[config.mk]
export PLATFORM = sky130hd
export DESIGN_NAME = missing_duplicated_word_sched
export DESIGN_NICKNAME = d
export VERILOG_FILES = /design/src/rtl/missing_duplicated_word_sched_pkg.sv /design/src/rtl/missing_duplicated_word_sched_rr_arbiter.sv /design/src/rtl/missing_duplicated_word_sched.sv
export SDC_FILE = /design/constraint.sdc
export NUM_CORES = 1
export LEC_CHECK = 0
export ABC_AREA = 0
export BUFFER_PORTS_ARGS = -buffer_cell sky130_fd_sc_hd__buf_4
export CAP_MARGIN = 20
export CORE_MARGIN = 2
export CORE_UTILIZATION = 45
export DETAILED_ROUTE_END_ITERATION = 10
export PLACE_DENSITY = 0.78
export SLEW_MARGIN = 0
export SYNTH_ARGS = -nofsm -noshare
export SYNTH_HDL_FRONTEND = slang
export SYNTH_SLANG_ARGS = --single-unit
[constraint.sdc]
create_clock -name clk -period 2.3 [get_ports clk]
set_input_delay 0 -clock clk [delete_from_list [all_inputs] [get_ports clk]]
set_output_delay 0 -clock clk [all_outputs]
set_load 0.1 [all_outputs]
[src/rtl/missing_duplicated_word_sched_pkg.sv]
// Shared types for the missing_duplicated_word engine scheduler.
// Width-dependent typedefs live in the modules, which own W/N/R.
package missing_duplicated_word_sched_pkg;

    typedef enum logic [2:0] {
        IDLE,
        LOAD,
        START,
        RUN,
        RESP
    } state_t;

endpackage

[src/rtl/missing_duplicated_word_sched_rr_arbiter.sv]
// Round-robin pick: first asserted request at or after ptr, wrapping modulo R.
module rr_arbiter #(
    parameter int R = 4
) (
    input  logic [R-1:0]         req,
    input  logic [$clog2(R)-1:0] ptr,
    output logic                 gnt_vld,
    output logic [$clog2(R)-1:0] gnt_id
);

    localparam int IW = $clog2(R);

    logic [IW-1:0] idx;

    // Scan from the farthest offset down so the nearest request wins last.
    always_comb begin
        gnt_vld = 1'b0;
        gnt_id  = '0;
        idx     = '0;
        for (int i = R - 1; i >= 0; i--) begin
            idx = IW'((int'(ptr) + i) % R);
            if (req[idx]) begin
                gnt_vld = 1'b1;
                gnt_id  = idx;
            end
        end
    end

endmodule

[src/rtl/missing_duplicated_word_sched.sv]
// Time-shares one missing_duplicated_word engine between R requesters:
// round-robin grant, stream N words into the engine, start it, return the result.
module missing_duplicated_word_sched
    import missing_duplicated_word_sched_pkg::*;
#(
    parameter int W = 5,
    parameter int N = 17,
    parameter int R = 4
) (
    input  logic                 clk,
    input  logic                 rst,
    input  logic [R-1:0]         req_vld,
    input  logic [R*W-1:0]       req_dat,
    output logic [R-1:0]         req_rdy,
    output logic                 rsp_vld_r,
    output logic [$clog2(R)-1:0] rsp_id_r,
    output logic [W-1:0]         rsp_dat_r,
    input  logic                 rsp_rdy,
    output logic                 eng_state_upt,
    output logic [$clog2(N)-1:0] eng_state_id,
    output logic [W-1:0]         eng_state_dat,
    output logic                 eng_cntrl_start,
    input  logic                 eng_cntrl_busy_r,
    input  logic [W-1:0]         eng_cntrl_dat_r
);

    localparam int IW = $clog2(R);
    localparam int NI = $clog2(N);

    typedef logic [W-1:0]  w_t;
    typedef logic [NI-1:0] id_t;
    typedef logic [IW-1:0] req_id_t;

    state_t  state_q, state_d;
    req_id_t gnt_id, rr_ptr, arb_id;
    id_t     wr_ptr;
    logic    arb_vld;
    logic    beat;
    logic    eng_done;
    w_t      cur_word;

    rr_arbiter #(.R(R)) u_arb (
        .req     (req_vld),
        .ptr     (rr_ptr),
        .gnt_vld (arb_vld),
        .gnt_id  (arb_id)
    );

    assign cur_word = req_dat[gnt_id*W +: W];
    assign beat     = (state_q == LOAD) && req_vld[gnt_id];
    assign eng_done = (state_q == RUN) && !eng_cntrl_busy_r;

    always_comb begin
        state_d         = state_q;
        req_rdy         = '0;
        eng_state_upt   = 1'b0;
        eng_state_id    = '0;
        eng_state_dat   = '0;
        eng_cntrl_start = 1'b0;
        unique case (state_q)
            IDLE: if (arb_vld) state_d = LOAD;
            LOAD: begin
                req_rdy[gnt_id] = 1'b1;
                if (beat) begin
                    eng_state_upt = 1'b1;
                    eng_state_id  = wr_ptr;
                    eng_state_dat = cur_word;
                    if (wr_ptr == id_t'(N - 1)) state_d = START;
                end
            end
            START: begin
                eng_cntrl_start = 1'b1;
                state_d         = RUN;
            end
            RUN:  if (!eng_cntrl_busy_r) state_d = RESP;
            RESP: if (rsp_rdy) state_d = IDLE;
            default: state_d = IDLE;
        endcase
    end

    always_ff @(posedge clk) begin
        if (rst) begin
            state_q   <= IDLE;
            rr_ptr    <= '0;
            wr_ptr    <= '0;
            gnt_id    <= '0;
            rsp_vld_r <= 1'b0;
        end else begin
            state_q <= state_d;
            case (state_q)
                IDLE: if (arb_vld) begin
                    gnt_id <= arb_id;
                    rr_ptr <= (arb_id == req_id_t'(R - 1)) ? '0 : arb_id + req_id_t'(1);
                    wr_ptr <= '0;
                end
                LOAD: if (beat) wr_ptr <= wr_ptr + id_t'(1);
                RUN:  if (!eng_cntrl_busy_r) rsp_vld_r <= 1'b1;
                RESP: if (rsp_rdy) rsp_vld_r <= 1'b0;
                default: ;
            endcase
        end
    end

    // Result payload is plain data: captured when the engine finishes, never reset.
    always_ff @(posedge clk) begin
        if (!rst && eng_done) begin
            rsp_dat_r <= eng_cntrl_dat_r;
            rsp_id_r  <= gnt_id;
        end
    end

endmodule

==> run metrics <==
CTS sink cnt=20; Final period util=0.879; Total GRT Usage=0.211; max-cap viol count=0; fmax=between 400 and 500 MHz; CTS Root Buffer Type=clkbuf_4; Crit path max-delay family=multiplexers; area grow syn2layout=46.4%; # setup viols final=0; Worst Min Path Start=rsp_rdy; H-tree Lvls=1; hold crit path type=in2reg; num rows=18; footprint of the multi-input gates=approximately 670 sq um; Net Count, Synth=roughly 160; FF-to-FF End=rr_ptr[1]; DRT Pass-1 Iters=4; # fillers=just over 200; slew at the pin with the worst max-slew slack=roughly 390 ps; die area=about 3000 sq um; r2r setup slk=430 ps; power density over the cells=about 500 nW/um^2; setup TNS=0 ps; launching point of the worst reg2reg path=state_q[1]; crit path capture type=output pin; CORE AREA=between 2000 and 2500 sq um; largest fanout on the critical path=12; RSZ-0062 raised after global routing=no; WL/cell=13.9 um; hold depth=4; Top Ports=57; remaining antenna violation count=0; syn avg cell area=9.42 sq um; share of layout cells above drive strength 1=0.431; initial cell density of the core=0.475; cell taking the most area after synthesis=dfxtp_1; ranking of synthesized cells by area=dfxtp_1, edfxtp_1, mux4_2; Post-synth EDFFs=7; worst path buffer plus inverter count=1; R2R depth=4; register bit total from synthesis=20; vias in the first global route=1138; Rel. slew slack=0.741; GR Util met3=0.0375; placer congestion estimate=about 0.84; CTS tree=yes; Worst Hold Path EP=rsp_vld_r; Cell variety after synth=33; run status=finished, final reports clean; Final min period=2020 ps; GR Layer Usage met2=0.369; # Post-CTS Setup Buffers=0; later-pin clock latency in the skew report=~300 ps; commonest non-fill, non-tap cell in the layout=buf_4; fin cells=218; layout net count=about 220; Clock Path Buffers=2; Mapped Cells=126; Residual DRC=0; Register Area=~470 sq um; # port buffers=56; pre-CTS setup slack=roughly 420 ps; Synth top area share=0.219; Top FF cell, synth=dfxtp_1; CP startpoint kind=register; final hold violations=0; Die Height=around 55 um; Routed WL=about 3000 um; crit-path cells=mux4_2 > and3_1 > and2_2 > buf_4; Crit. path cell count=4; GRT met1 Usage=0.265; CP Data Arrival Time=2020 ps; Leak Pwr=around 0.74 nW; Vias/cell=5.37; synthesized cell area=1190 sq um; synth warn=0; worst clock skew=~0.5 ps; most frequent cells in the layout=buf_4, nor2_1, dfxtp_1, a21oi_1, nand2_1; Clock transition at path regs=roughly 110 ps; GRT overflow=0; Placed Cells incl. Taps=~210; max-slew violations=0; detailed placement HPWL=2360 um; Overall Power=between 800 and 900 uW; vias=about 1.2k; Max IR drop VDD=between 0.3 and 0.4 mV; CP max stage delay=~570 ps; Crit-path slowest cell=mux4_2; WS Path Type=reg2out; first-pass GRT wire length=5240 um; antenna violations before repair=0; WP data required=approximately 2300 ps; FFs w/ async S/R, synth=0; antenna diode count=0; GRT Max-Usage Layer=met2; post-route setup slack=279 ps; die width=around 55 um; largest net degree at the start of global routing=15; TritonCTS Buffers=3; 1st-iter DRT viols=23; register area share after synthesis=0.396
## per-layer routing
layer	wire, um	vias up
met5	0	-
met1	1240	559
met2	1630	32
li1	-	575
met3	135	4
met4	25	0
## worst min-delay path, delay by kind of cell
family / cells / cell delay [ps]
compound gates: 2 / 210
simple gates: 1 / 40
buf+inv: 1 / 80
## where the power goes
| group | internal (mW) | leakage (nW) | total [mW] | switching [mW] |
|---|---|---|---|---|
| combinational | 0.107 | 0.545 | 0.268 | 0.161 |
| sequential | 0.375 | 0.170 | 0.390 | 0.0146 |
| clock | 0.0966 | 0.0210 | 0.202 | 0.106 |
| total | 0.579 | 0.736 | 0.860 | 0.282 |
## worst max path at each step
stage	from	end	slack [ps]
6_report	gnt_id[1]	eng_state_id[3]	280
5_1_grt	gnt_id[1]	eng_state_id[0]	160
4_1_cts	gnt_id[0]	eng_state_id[3]	80
3_5_place_dp	gnt_id[0]	eng_state_id[3]	420
3_3_place_gp	gnt_id[0]	eng_state_id[1]	470
2_1_floorplan	state_q[0]	req_rdy[0]	-460
## registers in the layout, indices dropped and copies added, names as in the netlist
name	cells
rsp_dat_r	5
wr_ptr	5
state_q	3
gnt_id	2
rr_ptr	2
rsp_id_r	2
rsp_vld_r	1
## per-stage QoR
stage	hold slack (ps)	utilization	cell area, sq um
6_report	68.6	0.695	1740
5_1_grt	91.9	0.695	1740
4_1_cts	66.3	0.695	1740
3_5_place_dp	179	0.656	1640
3_3_place_gp	179	0.656	1640
2_1_floorplan	98.9	-	1200
## logic make-up after synthesis
family,synth area share
simple gates,0.286
compound gates,0.105
flops,0.396
buf+inv,0.0474
mux,0.122
xor+xnor,0.0221
fa+ha+maj,0.0211
## repair_timing
action / in CTS / in global routing
endpoints found under the setup margin: 0 / 10
hold endpoints to repair: 14 / 0
resized for setup: 0 / 1
hold buffers: 6 / 0
## layout make-up
| type | instances | share of cell area |
|---|---|---|
| Timing Repair Buffer | 65 | 0.289 |
| Multi-Input combinational cell | 94 | 0.386 |
| Clock buffer | 4 | 0.0209 |
| Inverter | 5 | 0.0108 |
| Sequential cell | 20 | 0.271 |
| Tap cell | 30 | 0.0216 |
## Yosys cell counts (5+ instances only)
library cell,count
nand2_1,9
and2_1,10
nor3_1,7
edfxtp_1,7
inv_1,5
a21oi_1,11
mux4_2,6
dfxtp_1,13
nor2_1,13
o21ai_0,5
(Power assumes the default switching activity.)
